## config.mk

```make
export PLATFORM = sky130hd
export DESIGN_NAME = nvme_axil_responder_flat
export DESIGN_NICKNAME = d
export VERILOG_FILES = /design/src/rtl/nvme_axil_pkg.sv /design/src/rtl/nvme_axil_responder_if.sv /design/src/rtl/nvme_axil_timeout.sv /design/src/rtl/nvme_axil_responder.sv /design/src/flat_wrapper.sv
export SDC_FILE = /design/constraint.sdc
export NUM_CORES = 1
export LEC_CHECK = 0
export CELL_PAD_IN_SITES_DETAIL_PLACEMENT = 0
export CELL_PAD_IN_SITES_GLOBAL_PLACEMENT = 2
export CORE_MARGIN = 2
export CORE_UTILIZATION = 29
export DETAILED_ROUTE_END_ITERATION = 10
export PLACE_DENSITY_LB_ADDON = 0.1
export SETUP_SLACK_MARGIN = 0.5
export SLEW_MARGIN = 10
export SYNTH_ARGS = -nofsm -noshare
export SYNTH_HDL_FRONTEND = slang
export SYNTH_HIERARCHICAL = 1
export SYNTH_SLANG_ARGS = --single-unit
export TNS_END_PERCENT = 100
```

## constraint.sdc

```tcl
create_clock -name axi_aclk -period 5.7 [get_ports axi_aclk]
set_input_delay 1.14 -clock axi_aclk [delete_from_list [all_inputs] [get_ports axi_aclk]]
set_output_delay 1.14 -clock axi_aclk [all_outputs]
set_load 0.01 [all_outputs]
```

## src/rtl/nvme_axil_pkg.sv

```systemverilog
// Shared response codes, timeout read data and FSM state types for the
// NVMe AXI-Lite register responder.
package nvme_axil_pkg;

    localparam logic [1:0]  RESP_OKAY     = 2'b00;
    localparam logic [1:0]  RESP_SLVERR   = 2'b10;
    localparam logic [1:0]  RESP_DECERR   = 2'b11;
    localparam logic [31:0] TIMEOUT_RDATA = 32'hDEAD_BEEF;

    typedef enum logic [1:0] {
        W_IDLE = 2'd0,
        W_REQ  = 2'd1,
        W_RESP = 2'd2
    } w_state_e;

    typedef enum logic [1:0] {
        R_IDLE = 2'd0,
        R_REQ  = 2'd1,
        R_RESP = 2'd2
    } r_state_e;

endpackage

```

## src/rtl/nvme_axil_responder_if.sv

```systemverilog
// AXI4-Lite channel bundle; slave modport faces the responder.
interface nvme_axil_responder_if #(
    parameter int ADDR_BITS = 32
) ();

    logic [ADDR_BITS-1:0] awaddr;
    logic [2:0]           awprot;
    logic                 awvalid;
    logic                 awready;
    logic [31:0]          wdata;
    logic [3:0]           wstrb;
    logic                 wvalid;
    logic                 wready;
    logic [1:0]           bresp;
    logic                 bvalid;
    logic                 bready;
    logic [ADDR_BITS-1:0] araddr;
    logic [2:0]           arprot;
    logic                 arvalid;
    logic                 arready;
    logic [31:0]          rdata;
    logic [1:0]           rresp;
    logic                 rvalid;
    logic                 rready;

    modport slave (
        input  awaddr, awprot, awvalid, output awready,
        input  wdata, wstrb, wvalid,    output wready,
        output bresp, bvalid,           input  bready,
        input  araddr, arprot, arvalid, output arready,
        output rdata, rresp, rvalid,    input  rready
    );

    modport master (
        output awaddr, awprot, awvalid, input  awready,
        output wdata, wstrb, wvalid,    input  wready,
        input  bresp, bvalid,           output bready,
        output araddr, arprot, arvalid, input  arready,
        input  rdata, rresp, rvalid,    output rready
    );

endinterface

```

## src/rtl/nvme_axil_timeout.sv

```systemverilog
// Saturating cycle counter for a pending local request. expired is high in
// the TIMEOUT_CYCLES-th consecutive cycle of run; TIMEOUT_CYCLES=0 disables it.
module nvme_axil_timeout #(
    parameter int TIMEOUT_CYCLES = 1024
) (
    input  logic clk,
    input  logic rst_n,
    input  logic run,
    output logic expired
);

    localparam int CW = (TIMEOUT_CYCLES > 0) ? $clog2(TIMEOUT_CYCLES + 1) : 1;
    localparam logic [CW-1:0] LIMIT = (TIMEOUT_CYCLES > 0) ? CW'(TIMEOUT_CYCLES - 1) : '0;
    localparam logic [CW-1:0] SAT   = CW'(TIMEOUT_CYCLES);

    logic [CW-1:0] count;

    // Count cycles spent running; idle cycles clear it so each request starts at zero.
    always_ff @(posedge clk or negedge rst_n) begin
        if (!rst_n) begin
            count <= '0;
        end else if (!run) begin
            count <= '0;
        end else if (count != SAT) begin
            count <= count + CW'(1);
        end
    end

    assign expired = (TIMEOUT_CYCLES > 0) && run && (count >= LIMIT);

endmodule

```

## src/rtl/nvme_axil_responder.sv

```systemverilog
// AXI4-Lite slave that forwards single register reads/writes to a local
// request/ack port, with address decode and ack timeout. Write and read
// paths are independent FSMs.
module nvme_axil_responder
    import nvme_axil_pkg::*;
#(
    parameter int ADDR_BITS       = 32,
    parameter int REG_SPACE_BYTES = 4096,
    parameter int TIMEOUT_CYCLES  = 1024
) (
    input  logic                 axi_aclk,
    input  logic                 axi_aresetn,
    nvme_axil_responder_if.slave s_axi,
    output logic                 reg_write,
    output logic [ADDR_BITS-1:0] reg_waddr,
    output logic [31:0]          reg_wdata,
    output logic [3:0]           reg_wstrb,
    input  logic                 reg_wack,
    output logic                 reg_read,
    output logic [ADDR_BITS-1:0] reg_raddr,
    input  logic [31:0]          reg_rdata,
    input  logic                 reg_rack
);

    localparam logic [ADDR_BITS-1:0] SPACE_LIMIT = ADDR_BITS'(REG_SPACE_BYTES);

    w_state_e             w_state;
    r_state_e             r_state;
    logic                 aw_done, w_done, ar_done;
    logic                 aw_cap, w_cap, ar_cap;
    logic                 w_run, r_run, w_expired, r_expired;
    logic [ADDR_BITS-1:0] w_addr, r_addr;
    logic [31:0]          w_data;
    logic [3:0]           w_strb;

    assign aw_cap = s_axi.awvalid && s_axi.awready;
    assign w_cap  = s_axi.wvalid  && s_axi.wready;
    assign ar_cap = s_axi.arvalid && s_axi.arready;
    assign w_run  = (w_state == W_REQ);
    assign r_run  = (r_state == R_REQ);

    nvme_axil_timeout #(.TIMEOUT_CYCLES(TIMEOUT_CYCLES)) u_w_timeout (
        .clk(axi_aclk), .rst_n(axi_aresetn), .run(w_run), .expired(w_expired)
    );

    nvme_axil_timeout #(.TIMEOUT_CYCLES(TIMEOUT_CYCLES)) u_r_timeout (
        .clk(axi_aclk), .rst_n(axi_aresetn), .run(r_run), .expired(r_expired)
    );

    // State-derived outputs so reset clears them without waiting for a clock.
    assign reg_write    = w_run;
    assign reg_read     = r_run;
    assign s_axi.bvalid = (w_state == W_RESP);
    assign s_axi.rvalid = (r_state == R_RESP);
    assign reg_waddr    = w_addr;
    assign reg_wdata    = w_data;
    assign reg_wstrb    = w_strb;
    assign reg_raddr    = r_addr;

    // Write path: collect AW and W in any order, issue local write, return B.
    always_ff @(posedge axi_aclk or negedge axi_aresetn) begin
        if (!axi_aresetn) begin
            w_state       <= W_IDLE;
            aw_done       <= 1'b0;
            w_done        <= 1'b0;
            w_addr        <= '0;
            w_data        <= '0;
            w_strb        <= '0;
            s_axi.awready <= 1'b0;
            s_axi.wready  <= 1'b0;
            s_axi.bresp   <= RESP_OKAY;
        end else begin
            case (w_state)
                W_IDLE: begin
                    s_axi.awready <= !(aw_done || aw_cap);
                    s_axi.wready  <= !(w_done || w_cap);
                    if (aw_cap) begin
                        aw_done <= 1'b1;
                        w_addr  <= {s_axi.awaddr[ADDR_BITS-1:2], 2'b00};
                    end
                    if (w_cap) begin
                        w_done <= 1'b1;
                        w_data <= s_axi.wdata;
                        w_strb <= s_axi.wstrb;
                    end
                    if (aw_done && w_done) begin
                        aw_done <= 1'b0;
                        w_done  <= 1'b0;
                        if (w_addr >= SPACE_LIMIT) begin
                            s_axi.bresp <= RESP_DECERR;
                            w_state     <= W_RESP;
                        end else begin
                            w_state <= W_REQ;
                        end
                    end
                end
                W_REQ: begin
                    if (reg_wack) begin
                        s_axi.bresp <= RESP_OKAY;
                        w_state     <= W_RESP;
                    end else if (w_expired) begin
                        s_axi.bresp <= RESP_SLVERR;
                        w_state     <= W_RESP;
                    end
                end
                W_RESP: begin
                    if (s_axi.bready) begin
                        s_axi.awready <= 1'b1;
                        s_axi.wready  <= 1'b1;
                        w_state       <= W_IDLE;
                    end
                end
                default: w_state <= W_IDLE;
            endcase
        end
    end

    // Read path: capture AR, issue local read, return R with captured data.
    always_ff @(posedge axi_aclk or negedge axi_aresetn) begin
        if (!axi_aresetn) begin
            r_state       <= R_IDLE;
            ar_done       <= 1'b0;
            r_addr        <= '0;
            s_axi.arready <= 1'b0;
            s_axi.rdata   <= '0;
            s_axi.rresp   <= RESP_OKAY;
        end else begin
            case (r_state)
                R_IDLE: begin
                    s_axi.arready <= !(ar_done || ar_cap);
                    if (ar_cap) begin
                        ar_done <= 1'b1;
                        r_addr  <= {s_axi.araddr[ADDR_BITS-1:2], 2'b00};
                    end
                    if (ar_done) begin
                        ar_done <= 1'b0;
                        if (r_addr >= SPACE_LIMIT) begin
                            s_axi.rdata <= '0;
                            s_axi.rresp <= RESP_DECERR;
                            r_state     <= R_RESP;
                        end else begin
                            r_state <= R_REQ;
                        end
                    end
                end
                R_REQ: begin
                    if (reg_rack) begin
                        s_axi.rdata <= reg_rdata;
                        s_axi.rresp <= RESP_OKAY;
                        r_state     <= R_RESP;
                    end else if (r_expired) begin
                        s_axi.rdata <= TIMEOUT_RDATA;
                        s_axi.rresp <= RESP_SLVERR;
                        r_state     <= R_RESP;
                    end
                end
                R_RESP: begin
                    if (s_axi.rready) begin
                        s_axi.arready <= 1'b1;
                        r_state       <= R_IDLE;
                    end
                end
                default: r_state <= R_IDLE;
            endcase
        end
    end

    logic unused_ok;
    assign unused_ok = ^{s_axi.awprot, s_axi.arprot, s_axi.awaddr[1:0], s_axi.araddr[1:0]};

endmodule
```

## src/flat_wrapper.sv

```systemverilog
// flat-port wrapper written by rule: the top's interface ports become plain ports
module nvme_axil_responder_flat import nvme_axil_pkg::*;
#(
    parameter int ADDR_BITS       = 32,
    parameter int REG_SPACE_BYTES = 4096,
    parameter int TIMEOUT_CYCLES  = 1024
)
  (axi_aclk, axi_aresetn, reg_write, reg_waddr, reg_wdata, reg_wstrb, reg_wack, reg_read, reg_raddr, reg_rdata, reg_rack, s_axi_awaddr, s_axi_awprot, s_axi_awvalid, s_axi_awready, s_axi_wdata, s_axi_wstrb, s_axi_wvalid, s_axi_wready, s_axi_bresp, s_axi_bvalid, s_axi_bready, s_axi_araddr, s_axi_arprot, s_axi_arvalid, s_axi_arready, s_axi_rdata, s_axi_rresp, s_axi_rvalid, s_axi_rready);
  nvme_axil_responder_if #(.ADDR_BITS(ADDR_BITS)) s_axi_i ();
  input  logic axi_aclk;
  input  logic axi_aresetn;
  output logic reg_write;
  output logic [ADDR_BITS-1:0] reg_waddr;
  output logic [31:0] reg_wdata;
  output logic [3:0] reg_wstrb;
  input  logic reg_wack;
  output logic reg_read;
  output logic [ADDR_BITS-1:0] reg_raddr;
  input  logic [31:0] reg_rdata;
  input  logic reg_rack;
  input wire logic [$bits(s_axi_i.awaddr)-1:0] s_axi_awaddr;
  input wire logic [$bits(s_axi_i.awprot)-1:0] s_axi_awprot;
  input wire logic [$bits(s_axi_i.awvalid)-1:0] s_axi_awvalid;
  output wire logic [$bits(s_axi_i.awready)-1:0] s_axi_awready;
  input wire logic [$bits(s_axi_i.wdata)-1:0] s_axi_wdata;
  input wire logic [$bits(s_axi_i.wstrb)-1:0] s_axi_wstrb;
  input wire logic [$bits(s_axi_i.wvalid)-1:0] s_axi_wvalid;
  output wire logic [$bits(s_axi_i.wready)-1:0] s_axi_wready;
  output wire logic [$bits(s_axi_i.bresp)-1:0] s_axi_bresp;
  output wire logic [$bits(s_axi_i.bvalid)-1:0] s_axi_bvalid;
  input wire logic [$bits(s_axi_i.bready)-1:0] s_axi_bready;
  input wire logic [$bits(s_axi_i.araddr)-1:0] s_axi_araddr;
  input wire logic [$bits(s_axi_i.arprot)-1:0] s_axi_arprot;
  input wire logic [$bits(s_axi_i.arvalid)-1:0] s_axi_arvalid;
  output wire logic [$bits(s_axi_i.arready)-1:0] s_axi_arready;
  output wire logic [$bits(s_axi_i.rdata)-1:0] s_axi_rdata;
  output wire logic [$bits(s_axi_i.rresp)-1:0] s_axi_rresp;
  output wire logic [$bits(s_axi_i.rvalid)-1:0] s_axi_rvalid;
  input wire logic [$bits(s_axi_i.rready)-1:0] s_axi_rready;
  assign s_axi_i.awaddr = s_axi_awaddr;
  assign s_axi_i.awprot = s_axi_awprot;
  assign s_axi_i.awvalid = s_axi_awvalid;
  assign s_axi_awready = s_axi_i.awready;
  assign s_axi_i.wdata = s_axi_wdata;
  assign s_axi_i.wstrb = s_axi_wstrb;
  assign s_axi_i.wvalid = s_axi_wvalid;
  assign s_axi_wready = s_axi_i.wready;
  assign s_axi_bresp = s_axi_i.bresp;
  assign s_axi_bvalid = s_axi_i.bvalid;
  assign s_axi_i.bready = s_axi_bready;
  assign s_axi_i.araddr = s_axi_araddr;
  assign s_axi_i.arprot = s_axi_arprot;
  assign s_axi_i.arvalid = s_axi_arvalid;
  assign s_axi_arready = s_axi_i.arready;
  assign s_axi_rdata = s_axi_i.rdata;
  assign s_axi_rresp = s_axi_i.rresp;
  assign s_axi_rvalid = s_axi_i.rvalid;
  assign s_axi_i.rready = s_axi_rready;
  nvme_axil_responder #(.ADDR_BITS(ADDR_BITS), .REG_SPACE_BYTES(REG_SPACE_BYTES), .TIMEOUT_CYCLES(TIMEOUT_CYCLES)) u_core (.axi_aclk(axi_aclk), .axi_aresetn(axi_aresetn), .s_axi(s_axi_i), .reg_write(reg_write), .reg_waddr(reg_waddr), .reg_wdata(reg_wdata), .reg_wstrb(reg_wstrb), .reg_wack(reg_wack), .reg_read(reg_read), .reg_raddr(reg_raddr), .reg_rdata(reg_rdata), .reg_rack(reg_rack));
endmodule
```

* Yosys cells after proc, flatten, opt, wreduce, memory -nomap -nowiden
Index checks and enable logic that the tools add are counted.
** Cells by class
- Add/subtract/negate cells :: 2
- Muxes and demuxes :: 40
- Divide/modulo/power cells :: 0
- Order comparisons :: 4
- Shift-type cells :: 0
- Eq/ne operators :: 16
- Bitwise logic cells :: 0
- Reduce and logical (&&, ||, !) cells :: 31
- Multiply operators :: 0
** Operator list (count)
- $mux W32 :: 4
- $ge A32 B13 Y1 const B :: 2
- $pmux W32 S2 :: 1
- $mux W11 :: 4
- $mux W2 :: 16
- $add A11 B1 Y11 const B :: 2
- $ge A11 B10 Y1 const B :: 2
- $ne A11 B11 Y1 const B :: 2
- $ne A2 B1 Y1 const B :: 8
- $reduce_and A2 Y1 :: 7
- $pmux W2 S3 :: 2
- $reduce_bool A2 Y1 :: 6
- $mux W1 :: 8
- $pmux W2 S2 :: 2
- $reduce_and A4 Y1 :: 2
- $logic_and A1 B1 Y1 :: 6
- $ne A3 B2 Y1 const B :: 2
- $pmux W1 S2 :: 3
- $reduce_and A3 Y1 :: 2
- $eq A2 B1 Y1 const B :: 2
- $eq A2 B2 Y1 const B :: 2
- $logic_not A2 Y1 :: 2
- $logic_not A1 Y1 :: 3
- $logic_or A1 B1 Y1 :: 3
** Storage, ports and cells
- Memories kept :: 0
- Register bits after elaboration :: 164
- Memory bits (writable) :: 0
- Bits in read-only memories :: 0
- Latch bits :: 0
- Input bits :: 147
- Logic and storage cells :: 110
- Output and inout bits :: 143

* Depth between registers and ports, before layout
- Depth in word-level cells :: 5
- Gate-level depth with buffers :: 9
- Mapped depth without buffers :: 8

* Modules after synthesis
Netlist, hierarchy kept.
** By module, submodules not included
- nvme_axil_responder :: area each 5676.7 um2, seq. area each 3553.4 um2, cells an instance 395, instances 1
- nvme_axil_timeout :: area each 581.8 um2, seq. area each 275.3 um2, cells an instance 60, instances 2

* Worst setup path after synthesis
Ideal clock, no wire load.
- Kind :: flip-flop to flip-flop
- Start :: register u_core.u_r_timeout.count[0]
- End :: register u_core.s_axi.rdata[19]
- Required time :: 5.579 ns
- Cell stages (with the launch flop) :: 10
- Setup time :: 0.121 ns
- Path slack :: 3.474 ns
- Buffers on the path :: 1
- Clock period less this slack :: 2.226 ns
- Data arrival time :: 2.105 ns
- Path through :: dfrtp_1 > ha_1 > nand3_1 > a211oi_1 > o21a_1 > nor3b_1 > or3_1 > o21bai_4 > buf_6 > a22o_1
** Between the ends
- Cells in the longest elaborated chain, start to end :: 4
** RTL lines
- start: declaration :: RTL line nvme_axil_timeout.sv:16 : logic [CW-1:0] count;
- start signal: assignment :: RTL line nvme_axil_timeout.sv:25 : count <= count + CW'(1);
- $ge A11 B10 Y1 :: RTL line nvme_axil_timeout.sv:29 : assign expired = (TIMEOUT_CYCLES > 0) && run && (count >= LIMIT);
- $logic_and A1 B1 Y1 :: RTL line nvme_axil_timeout.sv:29
- via u_core.r_expired :: RTL line nvme_axil_responder.sv:31 : logic w_run, r_run, w_expired, r_expired;
- $ne A3 B2 Y1 (no source line)
- $reduce_and A4 Y1 (no source line)
- end signal: assignment :: RTL line nvme_axil_responder.sv:148 : s_axi.rdata <= reg_rdata;
- end: declaration :: RTL line nvme_axil_responder_if.sv:31 : output rdata, rresp, rvalid, input rready
The timed path passes the listed nets, and every way through them passes these cells.
A chain may end at the register's enable or synchronous reset.

* Worst setup path in the final report
- Start :: register u_core.w_state[0]
- End :: output reg_write
** Between the ends
- Cells in the longest elaborated chain, start to end :: 1
** RTL lines
- start: declaration :: RTL line nvme_axil_responder.sv:27 : w_state_e w_state;
- start signal: assignment :: RTL line nvme_axil_responder.sv:63 : w_state <= W_IDLE;
- start signal: assignment :: RTL line nvme_axil_responder.sv:91 : w_state <= W_RESP;
- start signal: assignment :: RTL line nvme_axil_responder.sv:93 : w_state <= W_REQ;
- $eq A2 B1 Y1 :: RTL line nvme_axil_responder.sv:39 : assign w_run = (w_state == W_REQ);
- end: declaration :: RTL line flat_wrapper.sv:12 : output logic reg_write;
Every way passes these cells.

==> results.md <==
* CTS Buf Count at 17
* RSZ-0062 raised after global routing: no
* Final ANT Viol Nets at 0
* Synth Cell Area at 6840 sq um
* Post-CTS Resized at 0
* Comb pwr share at 37.8%
* Fin Setup TNS at 0 ns
* Commonest cells in the netlist: dfrtp_1 (164), mux2_2 (95), a22o_1 (29)
* Overall power at 4.66 mW
* Share of layout cells above drive strength 1 at 18.2%
* Slew HR at 39.8%
* Final count of pins violating max slew at 0
* # rows at 56
* Largest net degree at the start of global routing at 69
* Minimum clock period at between 3 and 4 ns
* Later-pin clock latency in the skew report at 0.42 ns
* Placed wire-length estimate at 13000 microns
* Int Pwr at 3.26 mW
* Post-Synthesis Cells at 515
* Initial antenna violation count at 0
* Post-Place Cell Area at roughly 10000 sq um
* Final net count at 942
* CTS root buf: clkbuf_16
* Area leader, netlist: dfrtp_1
* CP Class: flip-flop to primary output
* Outcome: complete, no violations
* Final antenna diode count at 0
* Vias in the first global route at 5420
* Global route overflow at 0
* Via-to-Cell Ratio at around 4.6
* Sw power at roughly 1.4 mW
* Crit start category: flip-flop
* Finished Cell Area at roughly 10000 sq um
* Htree depth at 4
* WL per Instance at 16.3 microns
* Hold Path Class: flip-flop to flip-flop
* Worst-margin pin slew at 0.903 ns
* Synth Register Bits at 164
* Post-Route WL at approximately 18000 microns
* Fin crit share at 56.8%
* IO Count at 290
* CP arrival at 2.10 ns
* CP max stage cell: clkdlybuf4s50_1
* Reg clk slew, reported paths at 0.06 ns
* Max cap viols at 0
* Port bufs at between 200 and 300
* Setup Fix Bufs, Post-CTS at 0
* Pwr dens at 446 nW/um^2
* CP bufs+invs at 1
* Switching share of power at between 30% and 40%
* Routability cong. at roughly 0.73
* Slowest stage delay, CP at 0.65 ns
* Register area share after synthesis at 60.0%
* Crit-path cells: nor2b_1 -> clkdlybuf4s50_1
* Yosys synthesis warning count at 6
* TritonCTS Sinks at 164
* Synth unique cells at 47
* Setup Viol. Count Final at 0
* Initial DRC count at around 240
* Fill cells at 2166
* First-pass detailed-route iteration total at 4
* CTS tree: yes
* Area contributors post-synth: dfrtp_1 (60%), mux2_2 (16%), a22o_1 (3.7%)
* Worst vdd ir at 0.000200 V
* Ys flop type: dfrtp_1
* Share of power burned in registers at 38.6%
* Clk_skew at roughly 0.015 ns
* CTS Hold Bufs at 0
* Core Area at 23300 sq um
* DRC violations left at 0
* Syn Area/Cell at 13.3 sq um
* Max clock buf depth at 2
* Top cell type's share of synthesized area at 60.0%
* Count leader, synth: dfrtp_1
* Die Width at 158 microns
* Die height at 158 microns
* Post-synth EDFFs at 0
* Family with the most delay on the worst path: buffers and inverters
* Total number of vias at 5147
* Global-route wire length before repair at 28400 microns
* Highest Clock Rate at 309 MHz
* Asr flop ratio synth at between 90% and 100%
* Global-route usage over all layers at 14.6%
* Final hold violation count at 0
* Clk network pwr share at 23.7%
* CP endpoint kind: primary output
* Required time of the worst setup path at between 4 and 5 ns
* Leak pwr at 4.19 nW
* Die area at 24800 sq um
* Initial core utilization at approximately 29%
* Area delta synth->final at 52.7%
* Crit path max fanout at 14
==> state kept, by name, indices dropped and copies added (netlist names) <==
register and count:
u_core/s_axi.rresp 2, u_core/u_w_timeout/count 11, u_core/s_axi.bresp 2, u_core/reg_waddr 30, u_core/s_axi.arready 1, u_core/reg_raddr 30, u_core/w_done 1, u_core/reg_wstrb 4
u_core/s_axi.wready 1, u_core/aw_done 1, u_core/s_axi.rdata 32, u_core/u_r_timeout/count 11, u_core/ar_done 1, u_core/r_state 2, u_core/reg_wdata 32, u_core/s_axi.awready 1
u_core/w_state 2
==> logic make-up (layout without fill, tap and decap cells) <==
| kind of cell | after synthesis | after routing | synth area share, % |
|---|---|---|---|
| other | 1 | 4 | 0.0548 |
| buffers and inverters | 44 | 330 | 3.46 |
| adder cells (fa/ha/maj) | 4 | 4 | 0.732 |
| XOR/XNOR | 6 | 6 | 0.768 |
| multiplexers | 101 | 101 | 16.5 |
| AO/OA/AOI/OAI | 84 | 84 | 8.98 |
| AND/OR/NAND/NOR | 111 | 111 | 9.48 |
| flip-flops | 164 | 164 | 60.0 |
==> path summary, 6_finish.rpt <==
check | from | end | slack [ns] | cells after the start
setup / recovery | u_core/w_state[0]$_DFFE_PN0P_ | reg_write | 2.46 | 2
hold / removal | u_core/reg_waddr[8]$_DFFE_PN0P_ | u_core/reg_waddr[8]$_DFFE_PN0P_ | 0.50 | 1
setup reg to reg | u_core/u_r_timeout/count[1]$_DFFE_PN0P_ | u_core/s_axi.rdata[29]$_DFFE_PN0P_ | 3.00 | 8
hold reg to reg | u_core/reg_waddr[8]$_DFFE_PN0P_ | u_core/reg_waddr[8]$_DFFE_PN0P_ | 0.50 | 1
max in group asynchronous | axi_aresetn | u_core/r_state[0]$_DFFE_PN0P_ | 3.78 | 2
min in group asynchronous | axi_aresetn | u_core/reg_waddr[16]$_DFFE_PN0P_ | 0.64 | 1
==> power by group through the flow <==
stage / Combinational (mW) / Sequential (mW) / Clock [mW]
CTS: 1.79 / 1.80 / 1.15
finish: 1.76 / 1.80 / 1.10
global route: 1.88 / 1.85 / 1.20
floorplan: 0.654 / 1.95 / 0
global placement: 1.76 / 1.80 / 0
detailed placement: 1.78 / 1.82 / 0
==> layout make-up <==
cell class,instances,area (sq um),share of cell area (%)
Timing Repair Buffer,282,2810,26.9
Clock inverter,12,121,1.16
Clock buffer,20,437,4.18
Inverter,16,60.1,0.575
Sequential cell,164,4100,39.3
Multi-Input combinational cell,310,2520,24.1
Tap cell,319,399,3.82
==> stage by stage <==
stage | setup slack (ns) | util, % | hold WS [ns] | instances
6_report | 2.46 | 44.8 | 0.499 | 1123
2_1_floorplan | 3.47 | - | 0.488 | 518
3_5_place_dp | 2.38 | 42.4 | 0.487 | 1091
3_3_place_gp | 2.43 | 42.4 | 0.482 | 1091
4_1_cts | 2.41 | 44.8 | 0.503 | 1123
5_1_grt | 2.29 | 44.8 | 0.519 | 1123
==> layout by cell type, fill, tap and decap left out, types with 2 or more instances in the layout <==
cell type	synthesis	routed
o21ai_0	11	11
nor2_1	12	12
or2b_1	4	4
and3_1	3	3
inv_1	14	14
a211oi_1	3	3
clkdlybuf4s50_1	0	274
a21oi_1	22	22
nand3_2	2	2
xor2_1	2	2
o32a_1	3	3
or4_1	4	4
xnor2_1	4	4
ha_1	4	4
nor2b_1	3	3
nand2b_1	20	20
or3_1	6	6
nand4_1	5	5
nor4_1	12	12
nor3_1	2	2
clkbuf_16	0	17
buf_4	10	7
o21a_1	4	4
and4b_1	2	2
mux2i_1	5	5
conb_1	1	4
inv_6	0	3
a22o_1	29	29
clkinvlp_4	0	6
nand2_1	17	17
mux2_2	95	95
clkbuf_1	6	3
a22o_2	4	4
nand3_1	8	8
or3_2	4	4
clkinv_1	2	2
dfrtp_1	164	164
nor4b_1	2	2
o31ai_1	4	4
==> per-layer routing <==
| metal | global-route usage (%) | vias up | wire [microns] |
|---|---|---|---|
| met2 | 26.4 | 152 | 9610 |
| met5 | 0 | - | 0 |
| met3 | 4.27 | 19 | 1040 |
| met4 | 5.02 | 0 | 309 |
| li1 | - | 2407 | - |
| met1 | 16.6 | 2569 | 7390 |
No activity file was read; power rests on OpenSTA's default activity.
